===== src/rtl/spi_ram_bridge_if.sv =====
// Command/response bundle between the SPI slave and the RAM bridge.
// master = SPI slave side, slave = RAM bridge side.
interface spi_ram_bridge_if;
  logic [9:0] din;
  logic       rx_valid;
  logic [7:0] dout;
  logic       tx_valid;
  logic       err;

  modport master (
    output din,
    output rx_valid,
    input  dout,
    input  tx_valid,
    input  err
  );

  modport slave (
    input  din,
    input  rx_valid,
    output dout,
    output tx_valid,
    output err
  );
endinterface


===== src/rtl/spi_ram_bridge.sv =====
// Command-decoding RAM behind the SPI slave, auto-incrementing pointers.
// Define SPI_RAM_PROTO_CHECK_EN to flag data commands issued before an address.
module spi_ram_bridge #(
  parameter int MEM_DEPTH = 256,
  parameter int ADDR_SIZE = 8
) (
  input logic              clk,
  input logic              rst,
  spi_ram_bridge_if.slave  bus
);

  logic [7:0]           mem [MEM_DEPTH];
  logic [ADDR_SIZE-1:0] wr_ptr;
  logic [ADDR_SIZE-1:0] rd_ptr;
  logic [7:0]           dout_q;
  logic                 tx_q;

  logic [1:0]           op;
  logic [ADDR_SIZE-1:0] addr;
  logic [7:0]           data;
  logic                 cmd_wa;
  logic                 cmd_wd;
  logic                 cmd_ra;
  logic                 cmd_rd;

  assign op   = bus.din[9:8];
  assign addr = bus.din[ADDR_SIZE-1:0];
  assign data = bus.din[7:0];

  always_comb begin
    cmd_wa = 1'b0;
    cmd_wd = 1'b0;
    cmd_ra = 1'b0;
    cmd_rd = 1'b0;
    if (bus.rx_valid) begin
      unique case (op)
        2'b00: cmd_wa = 1'b1;
        2'b01: cmd_wd = 1'b1;
        2'b10: cmd_ra = 1'b1;
        2'b11: cmd_rd = 1'b1;
        default: ;
      endcase
    end
  end

  always_ff @(posedge clk or posedge rst) begin
    if (rst) begin
      wr_ptr <= '0;
      rd_ptr <= '0;
      dout_q <= '0;
      tx_q   <= 1'b0;
    end else begin
      tx_q <= cmd_rd;
      if (cmd_wa)
        wr_ptr <= addr;
      else if (cmd_wd)
        wr_ptr <= wr_ptr + ADDR_SIZE'(1);
      if (cmd_ra)
        rd_ptr <= addr;
      else if (cmd_rd) begin
        rd_ptr <= rd_ptr + ADDR_SIZE'(1);
        dout_q <= mem[rd_ptr];
      end
    end
  end

  // Array has no reset; a write landing while rst is high is dropped.
  always_ff @(posedge clk) begin
    if (cmd_wd && !rst)
      mem[wr_ptr] <= data;
  end

  assign bus.dout     = dout_q;
  assign bus.tx_valid = tx_q;

`ifdef SPI_RAM_PROTO_CHECK_EN
  logic wr_set;
  logic rd_set;
  logic err_q;

  always_ff @(posedge clk or posedge rst) begin
    if (rst) begin
      wr_set <= 1'b0;
      rd_set <= 1'b0;
      err_q  <= 1'b0;
    end else begin
      if (cmd_wa)
        wr_set <= 1'b1;
      if (cmd_ra)
        rd_set <= 1'b1;
      if ((cmd_wd && !wr_set) || (cmd_rd && !rd_set))
        err_q <= 1'b1;
    end
  end

  assign bus.err = err_q;
`else
  assign bus.err = 1'b0;
`endif

endmodule


===== src/flat_wrapper.sv =====
// flat-port wrapper written by rule: the top's interface ports become plain ports
module spi_ram_bridge_flat 
#(
  parameter int MEM_DEPTH = 256,
  parameter int ADDR_SIZE = 8
)
  (clk, rst, bus_din, bus_rx_valid, bus_dout, bus_tx_valid, bus_err);
  spi_ram_bridge_if bus_i ();
  input logic clk;
  input logic rst;
  input wire logic [$bits(bus_i.din)-1:0] bus_din;
  input wire logic [$bits(bus_i.rx_valid)-1:0] bus_rx_valid;
  output wire logic [$bits(bus_i.dout)-1:0] bus_dout;
  output wire logic [$bits(bus_i.tx_valid)-1:0] bus_tx_valid;
  output wire logic [$bits(bus_i.err)-1:0] bus_err;
  assign bus_i.din = bus_din;
  assign bus_i.rx_valid = bus_rx_valid;
  assign bus_dout = bus_i.dout;
  assign bus_tx_valid = bus_i.tx_valid;
  assign bus_err = bus_i.err;
  spi_ram_bridge #(.MEM_DEPTH(MEM_DEPTH), .ADDR_SIZE(ADDR_SIZE)) u_core (.clk(clk), .rst(rst), .bus(bus_i));
endmodule

===== config.mk =====
export PLATFORM = sky130hd
export DESIGN_NAME = spi_ram_bridge_flat
export DESIGN_NICKNAME = d
export VERILOG_FILES = /design/src/rtl/spi_ram_bridge_if.sv /design/src/rtl/spi_ram_bridge.sv /design/src/flat_wrapper.sv
export SDC_FILE = /design/constraint.sdc
export NUM_CORES = 2
export LEC_CHECK = 0
export CAP_MARGIN = 30
export CORE_MARGIN = 3
export CORE_UTILIZATION = 35
export CTS_CLUSTER_DIAMETER = 200
export DETAILED_ROUTE_END_ITERATION = 10
export PLACE_DENSITY = 0.45
export SYNTH_ARGS = -nofsm -noshare
export SYNTH_HDL_FRONTEND = slang
export SYNTH_SLANG_ARGS = --single-unit

===== constraint.sdc =====
create_clock -name clk -period 3.3 [get_ports clk]
set_input_delay 0.33 -clock clk [delete_from_list [all_inputs] [get_ports clk]]
set_output_delay 0.33 -clock clk [all_outputs]
set_load 0.02 [all_outputs]

==> impl_metrics.sql <==
INSERT INTO impl_metrics (metric_group, metric, value, unit) VALUES
('flow_run', 'drv_cap', '0', ''),
('cts', 'cts-buffers-inserted', '222', ''),
('setup_path', 'reg2reg_slack', '30', 'ps'),
('grt', 'grt_max_degree', '105', ''),
('setup_path', 'worstSetupPathType', 'reg -> reg', ''),
('floorplan', 'die_area', '237000', 'µm²'),
('route', 'dr_wl_cell', '31.7', 'µm'),
('setup_path', 'crit_buf_inv', '3', ''),
('yosys', 'muxShareOfSynthArea', '16.1', '%'),
('timing', 'number_of_failing_hold_endpoints_at_the_final_stage', '0', ''),
('grt', 'grt_overflow_total', '0', ''),
('yosys', 'area_share_of_xor_xnor_cells_in_the_synthesized_design', '0', '%'),
('setup_path', 'worstReg2RegEnd', 'u_core.bus.dout[1]', ''),
('yosys', 'share_of_async_settable_or_async_resettable_flops_after_synthesis', '1.21', '%'),
('route', 'total_wire_length', '243000', 'µm'),
('floorplan', 'floorplan.io_pins', '23', ''),
('yosys', 'synth-compound-area-share', '2.51', '%'),
('finish', 'net_count_of_the_finished_layout', '4471', ''),
('cts', 'tritoncts', 'yes', ''),
('place', 'routabilityCongestion', '0.829', ''),
('yosys', 'postSynthCellCount', '3787', ''),
('setup_path', 'crit_top_cell', 'buf_12', ''),
('timing', 'tightest_slew', '999', 'ps'),
('power_and_ir_drop', 'p_total', '65.2', 'mW'),
('yosys', 'synthesis.area', '80900', 'µm²'),
('finish', 'flow.area_growth_from_synthesis', '19.6', '%'),
('finish', 'drive_gt1_share', '32.8', '%'),
('grt', 'antenna_violations_before_repair', '9', ''),
('cts', 'h-tree-depth', '4', ''),
('floorplan', 'die_width', '487', 'µm'),
('yosys', 'netlist_top_cells_area', 'edfxtp_1, mux4_2, mux2i_1, nor2_1, dfrtp_1', ''),
('setup_path', 'crit_arrival', '4040', 'ps'),
('setup_path', 'crit_path_start_kind', 'flop', ''),
('outcome', 'status', 'finished clean', ''),
('timing', 'layout_setup_ws', '25.3', 'ps'),
('yosys', 'yosysTopAreaCellShare', '76.0', '%'),
('timing', 'max_clock_freq', '305', 'MHz'),
('floorplan', 'core', '229000', 'µm²'),
('place', 'place_worst_setup_slack', '-282', 'ps'),
('timing', 'finClkSkew', '52.9', 'ps'),
('setup_path', 'critical_path.cell_chain', 'buf_12 > buf_12 > mux4_2 > mux2i_2 > o22ai_1 > nor4_2 > buf_4 > nand3_1 > a32o_1', ''),
('setup_path', 'critical_path.top_delay_family', 'multiplexers', ''),
('yosys', 'distinct_cells_synth', '67', ''),
('yosys', 'dominant_combinational_cell_family_by_area_after_synthesis', 'multiplexers', ''),
('route', 'first_iter_violations', '4620', ''),
('setup_path', 'timing.critical_path.to_type', 'flop', ''),
('cts', 'insertion_delay', '880', 'ps'),
('power_and_ir_drop', 'p_leak', '31.3', 'nW'),
('yosys', 'synth_simple_gate_area_share', '2.74', '%'),
('timing', 'max_slew_margin', '33.1', '%'),
('yosys', 'postSynth.topFlopCell', 'edfxtp_1', ''),
('place', 'place.port_buffers', '21', ''),
('finish', 'fillerInstances', '20133', ''),
('yosys', 'post_synth_adder_cell_area', '0.0773', '%'),
('grt', 'gr-usage-all-layers', '20.5', '%'),
('timing', 'period_needed', '3270', 'ps'),
('grt', 'grt_pass1_wl', '341000', 'µm'),
('yosys', 'yosysSeqAreaShare', '76.8', '%'),
('power_and_ir_drop', 'power-per-cell-area', '674', 'nW/µm²'),
('timing', 'final_max_slew_viol_count', '0', ''),
('cts', 'clk_root_buffer_cell', 'clkbuf_16', ''),
('grt', 'first_global_vias', '41993', ''),
('floorplan', 'die_y', '487', 'µm'),
('setup_path', 'slowest_stage', 'mux4_2', ''),
('timing', 'setup_failing_eps_final', '0', ''),
('yosys', 'syn_avg_cell_area', '21.4', 'µm²'),
('cts', 'numClockSinks', '2073', ''),
('yosys', 'post-synth-top-area-cell', 'edfxtp_1', ''),
('floorplan', 'initial_core_util', '35.4', '%'),
('timing', 'rsz_0062_raised_after_global_routing', 'yes', ''),
('route', 'detail_route_antenna_nets', '0', '');
[cell usage in the layout, fill, tap and decap left out, types with 36 or more instances in the layout]
master / netlist / final
clkinv_1: 1 / 57
clkbuf_1: 82 / 49
mux2i_1: 147 / 144
buf_4: 24 / 554
mux4_2: 506 / 506
nor2_1: 305 / 303
o22ai_1: 41 / 41
buf_12: 5 / 79
nand2_1: 82 / 69
nand3_1: 40 / 36
edfxtp_1: 2048 / 2048
a22oi_1: 48 / 47
a21oi_1: 47 / 47
clkbuf_16: 0 / 223
clkinv_2: 0 / 49
[worst register-to-register path, delay by kind of cell (launching register included)]
kind                   cells  cell delay, ps
AO/OA/AOI/OAI              2             480
flip-flops                 1             500
multiplexers               2             890
buffers and inverters      3             710
AND/OR/NAND/NOR            2             590
[registers in the layout, indices dropped and copies added (netlist names)]
| signal | count |
|---|---|
| u_core.bus.tx_valid | 1 |
| u_core.bus.dout | 8 |
| u_core.rd_ptr | 8 |
| u_core.wr_ptr | 8 |
| u_core.mem | 2048 |
[cell type report]
type | instances | area, µm² | area share [%]
sequential | 2073 | 62100 | 64.2
multi-input combinational | 1474 | 17500 | 18.1
timing repair buffer | 670 | 6200 | 6.40
clock buffer | 275 | 5810 | 6.00
tap | 3009 | 3760 | 3.89
clock inverter | 141 | 1300 | 1.34
inverter | 12 | 46.3 | 0.0478
antenna | 6 | 15.0 | 0.0155
[routing by layer]
metal | up-vias | wire length (µm) | global-route usage [%]
met3 | 297 | 13100 | 3.40
met4 | 0 | 6130 | 5.66
met1 | 22511 | 107000 | 29.1
li1 | 17238 | - | -
met5 | - | 0 | 0
met2 | 1216 | 116000 | 32.7
[worst max path at each step]
stage                          start                  to  cells after the start
CTS                 u_core.rd_ptr[0]  u_core.bus.dout[4]                     10
floorplan                        rst  u_core.mem[221][0]                      6
detailed placement  u_core.rd_ptr[1]  u_core.bus.dout[2]                      7
finish              u_core.rd_ptr[0]  u_core.bus.dout[1]                      9
global route        u_core.rd_ptr[0]  u_core.bus.dout[0]                      8
global placement    u_core.rd_ptr[3]  u_core.bus.dout[4]                      7
[power breakdown]
| part | leakage, nW | internal (mW) | switching (mW) |
|---|---|---|---|
| logic | 9.16 | 4.97 | 6.61 |
| clock network | 3.46 | 13.7 | 10.6 |
| registers | 18.7 | 29.0 | 0.309 |
| total | 31.3 | 47.7 | 17.5 |
[logic make-up (layout without fill, tap and decap cells)]
group | count (synthesis) | in the layout
flip-flops | 2073 | 2073
multiplexers | 664 | 664
AND/OR/NAND/NOR | 514 | 514
AO/OA/AOI/OAI | 290 | 290
buffers and inverters | 240 | 1098
adder cells (fa/ha/maj) | 5 | 5
other | 1 | 7
[through the flow]
step | TNS (ps) | util [%] | cell area (µm²) | hold WS [ps] | instances
floorplan | 0 | - | 80900 | 363 | 3787
global placement | -969 | 39.1 | 89400 | 618 | 7225
detailed placement | -423 | 39.1 | 89400 | 637 | 7227
CTS | 0 | 42.3 | 96700 | 7.42 | 7653
global route | -12.5 | 42.3 | 96800 | 46.2 | 7656
finish | 0 | 42.3 | 96800 | 69.3 | 7660
[what timing repair did]
action / CTS / global route
hold buffers: 7 / 1
resized for setup: 5 / 11
endpoints found under the hold margin: 180 / 10
buffers inserted: 3 / 0
endpoints found under the setup margin: 3 / 5
No activity file was read; power rests on OpenSTA's default activity.
